<file path="src/rtl/mem_bus_arbiter.sv">
// Arbitrates one external memory bus between instruction fetch and the MEM stage.
// Bus cycles complete on bus_ack or are aborted by a watchdog. Returned data is held until pipe_adv.
module mem_bus_arbiter #(
   parameter int TIMEOUT = 255
) (
   input  logic        clk,
   input  logic        rst,
   input  logic        if_ce,
   input  logic [31:0] if_addr,
   output logic [31:0] if_rdata,
   input  logic        mem_ce,
   input  logic        mem_we,
   input  logic [31:0] mem_addr,
   input  logic [3:0]  mem_sel,
   input  logic [31:0] mem_wdata,
   output logic [31:0] mem_rdata,
   input  logic        pipe_adv,
   output logic        stall_if,
   output logic        stall_mem,
   output logic        bus_req,
   output logic        bus_we,
   output logic [31:0] bus_addr,
   output logic [3:0]  bus_sel,
   output logic [31:0] bus_wdata,
   input  logic [31:0] bus_rdata,
   input  logic        bus_ack,
   output logic        bus_err
);

   typedef enum logic [1:0] {IDLE, BUS_IF, BUS_MEM} state_t;

   localparam logic [7:0] CNT_LAST = 8'(TIMEOUT - 1);

   state_t      state, state_nxt;
   logic        if_done, mem_done;
   logic [7:0]  cnt;
   logic        grant_mem, grant_if, timed_out, finish;

   always_ff @(posedge clk) begin
      if (rst) state <= IDLE;
      else     state <= state_nxt;
   end

   // MEM wins a simultaneous request: it belongs to the older instruction.
   always_comb begin
      state_nxt = state;
      grant_mem = 1'b0;
      grant_if  = 1'b0;
      timed_out = 1'b0;
      finish    = 1'b0;
      case (state)
         IDLE: begin
            if (mem_ce && !mem_done) begin
               grant_mem = 1'b1;
               state_nxt = BUS_MEM;
            end else if (if_ce && !if_done) begin
               grant_if  = 1'b1;
               state_nxt = BUS_IF;
            end
         end
         BUS_IF, BUS_MEM: begin
            timed_out = !bus_ack && (cnt == CNT_LAST);
            finish    = bus_ack || timed_out;
            if (finish) state_nxt = IDLE;
         end
         default: state_nxt = IDLE;
      endcase
   end

   always_ff @(posedge clk) begin
      if (rst) begin
         bus_req   <= 1'b0;
         bus_we    <= 1'b0;
         bus_addr  <= '0;
         bus_sel   <= '0;
         bus_wdata <= '0;
         if_rdata  <= '0;
         mem_rdata <= '0;
         if_done   <= 1'b0;
         mem_done  <= 1'b0;
         cnt       <= '0;
         bus_err   <= 1'b0;
      end else begin
         if (grant_mem) begin
            bus_req   <= 1'b1;
            bus_we    <= mem_we;
            bus_addr  <= mem_addr;
            bus_sel   <= mem_sel;
            bus_wdata <= mem_wdata;
         end else if (grant_if) begin
            bus_req   <= 1'b1;
            bus_we    <= 1'b0;
            bus_addr  <= if_addr;
            bus_sel   <= 4'hF;
            bus_wdata <= '0;
         end else if (finish) begin
            bus_req   <= 1'b0;
         end

         if (state == IDLE || finish) cnt <= '0;
         else if (cnt != 8'hFF)       cnt <= cnt + 8'd1;

         if (timed_out) bus_err <= 1'b1;

         // A completion on the same edge as pipe_adv must survive, so it is written last.
         if (pipe_adv) begin
            if_done  <= 1'b0;
            mem_done <= 1'b0;
         end
         if (finish && state == BUS_IF) begin
            if_done  <= 1'b1;
            if_rdata <= timed_out ? 32'd0 : bus_rdata;
         end
         if (finish && state == BUS_MEM) begin
            mem_done <= 1'b1;
            if (timed_out)    mem_rdata <= '0;
            else if (!bus_we) mem_rdata <= bus_rdata;
         end
      end
   end

   assign stall_mem = mem_ce && !mem_done;
   assign stall_if  = if_ce && !if_done;

endmodule

</file>
<file path="config.mk">
export PLATFORM = sky130hd
export DESIGN_NAME = mem_bus_arbiter
export DESIGN_NICKNAME = d
export VERILOG_FILES = /design/src/rtl/mem_bus_arbiter.sv
export SDC_FILE = /design/constraint.sdc
export NUM_CORES = 1
export LEC_CHECK = 0
export CELL_PAD_IN_SITES_DETAIL_PLACEMENT = 1
export CELL_PAD_IN_SITES_GLOBAL_PLACEMENT = 1
export CORE_MARGIN = 2
export CORE_UTILIZATION = 26
export DETAILED_ROUTE_END_ITERATION = 8
export GPL_TIMING_DRIVEN = 0
export PLACE_DENSITY_LB_ADDON = 0.05
export SLEW_MARGIN = 10
export SYNTH_ARGS = -nofsm -noshare
export SYNTH_HDL_FRONTEND = slang
export SYNTH_SLANG_ARGS = --single-unit
</file>
<file path="constraint.sdc">
create_clock -name clk -period 1.65 [get_ports clk]
set_input_delay 0.33 -clock clk [delete_from_list [all_inputs] [get_ports clk]]
set_output_delay 0.33 -clock clk [all_outputs]
set_load 0.03 [all_outputs]
</file>
* After elaboration in Yosys (flattened, before gate mapping)
Cells that the tools add are included.
** Word-level totals
- Bits in registers :: 147
- Output and inout bits :: 137
** Cells by class
- $add $sub $neg :: 1
- Equal/unequal tests :: 7
- Multiplexer cells :: 28
- Reductions and logical operators :: 19
** Operators with widths (number)
- $mux 32 :: 7
- $mux 1 :: 15
- $add 8x1->8 const B :: 1
- $eq 8x8->1 const B :: 1
- $mux 4 :: 2
- $ne 8x8->1 const B :: 1
- $mux 2 :: 3
- $reduce_bool 2->1 :: 3
- $logic_and 1x1->1 :: 5
- $pmux 2 s2 :: 1
- $reduce_and 2->1 :: 2
- $reduce_or 2->1 :: 2
- $logic_not 1->1 :: 3
- $ne 3x3->1 const B :: 1
- $reduce_bool 3->1 :: 1
- $eq 2x1->1 const B :: 1
- $eq 2x2->1 const B :: 1
- $logic_not 2->1 :: 1
- $logic_or 1x1->1 :: 2
- $ne 2x1->1 const B :: 1
- $ne 2x2->1 const B :: 1

* Depth between registers and ports, before layout
- Depth in word-level cells :: 7
- Gate-level depth with buffers :: 8
- Gate-level depth less buffers :: 6

* Worst setup path before layout
No wires, ideal clock.
- Path type :: reg2reg
- Start point :: reg state[0]
- End point :: reg cnt[1]
- Arrival time :: 1.679 ns
- Setup slack :: -0.109 ns
- Stages on the path, launching flop included :: 8
- Path buffers :: 1
- Clock period less this slack :: 1.759 ns
- Cell sequence :: dfxtp_1 -> inv_1 -> ha_1 -> and4_1 -> a21o_1 -> or3_1 -> buf_6 -> a211oi_2
** Between the ends
- Word-level cells in the longest chain between the ends :: 5
- Elaborated cells on any way between the ends :: 7
- Classes of those cells :: eq/ne: 2; mux: 1; reduce/logical: 4
** Ends and longest elaborated chain
- start: declaration :: RTL line 34 : state_t state, state_nxt;
- start signal: assignment :: RTL line 41 : else state <= state_nxt;
- $eq 2x1->1 / $eq 2x2->1 (equally long branches) :: RTL line 51 : case (state)
- $reduce_or 2->1 :: RTL line 51
- $mux 1 :: RTL line 51
- $logic_or 1x1->1 * :: RTL line 100 : if (state == IDLE || finish) cnt <= '0;
- $reduce_or 2->1 (no source line) *
- end signal: assignment :: RTL line 101 : else if (cnt != 8'hFF) cnt <= cnt + 8'd1;
- end: declaration :: RTL line 36 : logic [7:0] cnt;
Mark *: on every way between the ends. The rest lies on a longest branch, timed or not.
A chain may end at the register's enable or synchronous reset.

* Final worst setup path
Same ends and word-level chain as after synthesis.

==> qor.txt <==
PD cells -> 1080 nW/µm²
Worst Clk Skew -> 0.0105 ns
Vias/cell -> 4.77
CTS tree -> yes
Die Span X -> 153 µm
Routed length per instance -> 17.9 µm
Final Hold Fails -> 0
Syn-to-layout area delta -> 69.9%
Core footprint -> 21800 µm²
YS warnings -> 0
Initial antenna violation count -> 0
Post-route setup TNS -> 0 ns
Number of DRC markers in iteration 0 -> 183
Slew headroom -> 52.5%
Final Cycle Share -> 99.2%
Boundary Pins -> 276
DR DRC count -> 0
Synthesized Nets -> 860
Netlist cell types -> 35
CP arrival -> 1.97 ns
Outcome -> complete, no violations
Crit end category -> register
GRT overflow -> 0
Via count -> 6238
DRT Pass-1 Iters -> 4
Peak VDD IR -> 0.571 mV
Achievable frequency -> 0.611 GHz
GRT Total Usage -> 19.6%
CTS Root Cell -> clkbuf_16
Vias in the first global route -> 6357
Top cells by count, synth -> dfxtp_1 (147), nand2_1 (139), a21oi_1 (137)
Setup violators final -> 0
Dominant synthesized flop cell -> dfxtp_1
Initial Utilization -> 26.5%
Critical-path cell list -> inv_2 -> ha_4 -> and4_4 -> a21o_1 -> or3_4 -> a211oi_2
Clk slew on worst S/H paths -> 0.07 ns
Fillers -> 2581
Yosys reg bits -> 147
WP data required -> 1.98 ns
Crit path time final -> 1.64 ns
Unrepaired setup endpoints after global routing -> yes
Seq/Total Area, Yosys -> 51.1%
Largest area contributor in the synthesized netlist -> dfxtp_1
Synth top area share -> 51.1%
Clk Latency, worst-skew pair -> 0.42 ns
Clock tree buffer depth -> 2
Port Buffers -> 274
Clock sink count -> 147
# Max-Cap Violations -> 0
CP Launch Type -> register
Dominant cells by area after synthesis -> dfxtp_1 (51%), a21oi_1 (12%), nand2_1 (9.1%)
Slew @ Worst Pin -> 0.713 ns
Die H -> 153 µm
Largest fanout on the critical path -> 8
Crit path max-delay family -> simple AND/OR/NAND/NOR gates
Total Nets Final -> 1161
Drt total wl -> 23400 µm
H-tree Lvls -> 4
Row count -> 54
Hpwl dp -> 17000 µm
Mapped Cells -> 716
Layout cells sized above 1 -> 14.3%
Worst path max stage delay -> 0.39 ns
N_diodes -> 0
WHS -> 0.453 ns
DIE AREA -> 23400 µm²
Largest net degree at the start of global routing -> 17
Slew Viols, Final -> 0
EDFF count, synth -> 0
Post-route ant nets -> 0
Lkg Pwr -> 0.00410 µW
Slowest-stage cell, CP -> or3_4
Total chip power -> 10600 µW
Asr flop ratio synth -> 0%
Worst Hold Class -> in2reg
RePlAce Congestion -> 0.739
Cell with the most instances after synthesis -> dfxtp_1
Num CTS Buffers -> 17
Mapped Avg Cell Area -> 8.04 µm²
Hold_buf cts -> 0
CP bufs+invs -> 1
CP Class -> reg2reg
Post-synthesis cell area -> 5760 µm²
First-pass GRT wire length -> 36300 µm
worst reg2reg max path, delay by kind of cell (launching register included):
kind,cells,cell delay [ns]
buf+inv,1,0.05
compound gates,2,0.32
flops,1,0.34
simple gates,2,0.59
fa+ha+maj,1,0.26
what timing repair did:
| action | in CTS | in global routing |
|---|---|---|
| cloned | 2 | 1 |
| pin swaps | 4 | 11 |
| buffers inserted | 5 | 1 |
| endpoints found under the setup margin | 275 | 141 |
| gates resized for setup | 195 | 112 |
kinds of logic (layout without fill, tap and decap cells):
logic type	count (synthesis)	after routing	synth area share, %
mux	2	2	0.348
flops	147	147	51.1
xor+xnor	5	5	0.761
fa+ha+maj	5	5	1.09
simple gates	246	246	18.1
buf+inv	68	381	5.63
compound gates	243	243	23.0
sequential cells by signal (all words and copies together) (netlist names):
signal,flops
bus_req,1
bus_wdata,32
bus_sel,4
if_done,1
cnt,8
mem_rdata,32
state,2
bus_err,1
bus_we,1
if_rdata,32
mem_done,1
bus_addr,32
layout by cell type, fill, tap and decap left out, types with 4 or more instances in the layout:
cell,instances
clkbuf_16,17
a211oi_1,32
clkinv_4,4
dfxtp_2,6
and3_1,4
dlygate4sd2_1,134
bufinv_16,5
nand3_1,35
a21oi_1,130
buf_2,7
nand2_1,137
o21ai_2,24
inv_1,4
buf_6,10
a21oi_2,7
o21ai_0,5
clkdlybuf4s50_1,137
buf_4,14
dfxtp_1,141
clkbuf_2,12
nor3_1,6
o21ai_1,35
clkbuf_4,7
clkbuf_1,16
nor2_1,45
report_power, final:
| part | total [µW] | switching, µW | leakage (µW) | internal [µW] |
|---|---|---|---|---|
| clock | 4380 | 1670 | 0.000316 | 2700 |
| combinational | 2280 | 1360 | 0.00258 | 922 |
| sequential | 3890 | 114 | 0.00120 | 3780 |
path summary, 6_finish.rpt:
kind	startpoint	end	slack (ns)	cells past startpoint
worst max-delay path	state[0]	cnt[1]	0.01	6
worst min-delay path	mem_wdata[11]	bus_wdata[11]	0.45	3
worst max register to register	state[0]	cnt[1]	0.01	6
worst min register to register	bus_addr[11]	bus_addr[11]	0.45	2
layer usage:
layer	up-vias	routed length, µm	GRT usage (%)
met2	167	11200	31.9
met4	0	456	5.95
met5	-	0	0
met3	26	1690	6.69
li1	3068	-	-
met1	2977	10000	24.6
area by class of cell:
type,instances,area [µm²],area share [%]
inverter,6,22.5,0.230
sequential,147,2950,30.2
multi-input combinational,501,2720,27.8
timing repair buffer,283,2660,27.2
clock inverter,14,226,2.31
buffer,61,429,4.39
tap,280,350,3.58
clock buffer,17,425,4.35
stage by stage:
stage          cell area, µm²  setup WS [ns]  util, %  instances
6_report                 9780         0.0128     45.0       1309
5_1_grt                  9780        -0.0581     45.0       1309
4_1_cts                  9490         -0.169     43.6       1307
3_5_place_dp             8860         -0.569     40.7       1270
3_3_place_gp             8860         -0.531     40.7       1270
2_1_floorplan            5770        0.00479        -        716
Power figures use the tool's default switching activity.
==> RTL change, RTL diff (config.mk and constraints unchanged) <==
Re-encode `state_t` (3 states) as one-hot, 3 bits wide.
--- a/src/rtl/mem_bus_arbiter.sv
+++ b/src/rtl/mem_bus_arbiter.sv
@@ -29,3 +29,3 @@
 
-   typedef enum logic [1:0] {IDLE, BUS_IF, BUS_MEM} state_t;
+   typedef enum logic [2:0] {IDLE = 3'b001, BUS_IF = 3'b010, BUS_MEM = 3'b100} state_t;
 
Check against the original RTL: same outputs for any inputs over 4 cycles, from zero or initial values and one cycle with rst high; so few cycles prove little.
==> RTL change against the unedited design <==
The flow now finishes with violations (setup timing). Sequential cell count is 1 higher. Synthesized cell count is 17% lower. Clock skew is 0.75 ps higher. Count of clock-buffer cells in the layout is 2 higher. Area after synthesis is 2.6% lower. Highest routed layer unchanged. Power is 2.8% lower. Setup slack worse by 33 ps. Clock power is 6.8% lower. Largest cell class unchanged. Wire length is 5.9% lower. Design area hardly changed. Critical path depth is 2 higher. Via count is 9.5% lower. Cell count is 8.3% lower.
==> RTL change: results (changes against the unedited design) <==
run status - finished, violations left (was finished, final reports clean)
failing checks - setup timing
first-pass GRT wire length - 33380 um (was 36280 um)
Final HPWL DP - 16160 um (was 16960 um)
Post-CTS Setup Inserts - 13 (was 5)
fin nets - 1052 (was 1161)
Critical Path AT - 2010 ps (was 1970 ps)
cts repair resizes - 220 (was 195)
Setup Viol. Count Final - 5 (was 0)
Worst Skew - 11.29 ps (was 10.55 ps)
dpl cell area - 0.008730 sq mm (was 0.008865 sq mm)
vias in the first global route - 6141 (was 6357)
max frequency - 598.9 MHz (was 610.8 MHz)
final worst slack - -19.83 ps (was 12.79 ps)
Post-synth top cells - 148 x dfxtp_1, 78 x nor2_1, 67 x nand2_1 (was 147 x dfxtp_1, 139 x nand2_1, 137 x a21oi_1)
Netlist cell types - 38 (was 35)
slowest CP cell - dfxtp_4 (was or3_4)
Syn Nets - 737 (was 860)
DP Worst Slack - -992.6 ps (was -568.8 ps)
switching part of the total - 29.47% (was 29.85%)
Post-Syn Instances - 596 (was 716)
Vias - 5645 (was 6238)
Non-Filler Instances - 1201 (was 1309)
Iteration-0 DRC Markers - 122 (was 183)
clock slew at reported path FFs - 70 ps (about the same)
NetSw - 3.023 mW (was 3.150 mW)
Total GRT Usage - 19.06% (was 19.61%)
H-tree depth - 4 (unchanged)
TNS Setup - -51.13 ps (was 0 ps)
drt first pass iters - 4 (unchanged)
root buf cell - clkbuf_16 (unchanged)
layout cells sized above 1 - 15.37% (was 14.29%)
CP Max Fanout - 10 (was 8)
power in sequential cells - 3.91 mW
routability cong. - 0.7514 (was 0.7385)
Critical Path Max Stage Delay - 350 ps (was 390 ps)
post-synthesis sequential area ratio - 52.82% (was 51.11%)
DR WL/cell - 18.33 um (was 17.87 um)
combinational share of power - 22.1% (was 21.7%)
top area cells in the synthesized netlist - dfxtp_1 53%, mux2i_1 5.7%, nor2_1 5.2%, a22o_1 5.0%, a211oi_1 4.8% (was dfxtp_1 51%, a21oi_1 12%, nand2_1 9.1%, a211oi_1 4.3%, o21ai_1 3.5%)
Max VDD drop - 0.6233 mV (was 0.5708 mV)
worst skew pair latency - 420 ps (about the same)
Hold Path Class - input pin to flip-flop (unchanged)
largest net degree at the start of global routing - 17 (unchanged)
share of the synthesized area in the top cell type - 52.82% (was 51.11%)
fillcell total - 2375 (was 2581)
design area - 0.009791 sq mm (was 0.009784 sq mm)
YS warnings - 0 (unchanged)
Primary FF master, synth - dfxtp_1 (unchanged)
slew of the pin with the lowest slew margin - 422.3 ps (was 713.2 ps)
leakage power - 4.588 nW (was 4.100 nW)
initial antenna violation count - 1 (was 0)
ys async rst share - 0% (unchanged)
input/output buffers - 275 (was 274)
==> RTL change: cell count changes after synthesis, sizes merged, moves of 32 or more <==
cell    before  now
a21oi      138   42
a22oi        0   33
nor2        46   78
o21ai       66    5
nand2      139   67
nand2b       2   34
a22o         0   32
nand3       37    4
==> RTL change: metal layers <==
metal | track usage [%] | part of all wire (%)
met1 | 21.27 | 41
met4 | 6.075 | 1.2
met3 | 7.229 | 8.4
met5 | 0 | 0
met2 | 33.52 | 50
==> RTL change: final timing paths <==
| path | from | to | slack [ps] | depth (start not counted) |
|---|---|---|---|---|
| max | cnt[0]$_SDFFE_PP0P_ | mem_rdata[6]$_SDFFE_PP0P_ | -20 | 8 |
| min | if_addr[2] | bus_addr[2]$_SDFFE_PP0P_ | 460 | 3 |
| max reg2reg | cnt[0]$_SDFFE_PP0P_ | mem_rdata[6]$_SDFFE_PP0P_ | -20 | 8 |
| min reg2reg | if_rdata[14]$_SDFFE_PP0P_ | if_rdata[14]$_SDFFE_PP0P_ | 470 | 1 |
==> RTL change: cells by family after synthesis <==
group	Yosys count	synth area share (%)
simple gates	201	16.08
compound gates	159	19.96
flops	148	52.82
buf+inv	49	4.194
mux	32	5.711
xor+xnor	5	0.7809
fa+ha+maj	2	0.4461
==> RTL change: area by class of cell <==
| cell class | count | share of cell area [%] |
|---|---|---|
| inverter | 2 | 0.07668 |
| buffer | 45 | 4.064 |
| tap | 275 | 3.514 |
| multi-input combinational | 399 | 26.53 |
| sequential | 148 | 30.43 |
| clock buffer | 19 | 4.524 |
| clock inverter | 13 | 1.776 |
| antenna | 2 | 0.05112 |
| timing repair buffer | 298 | 29.04 |
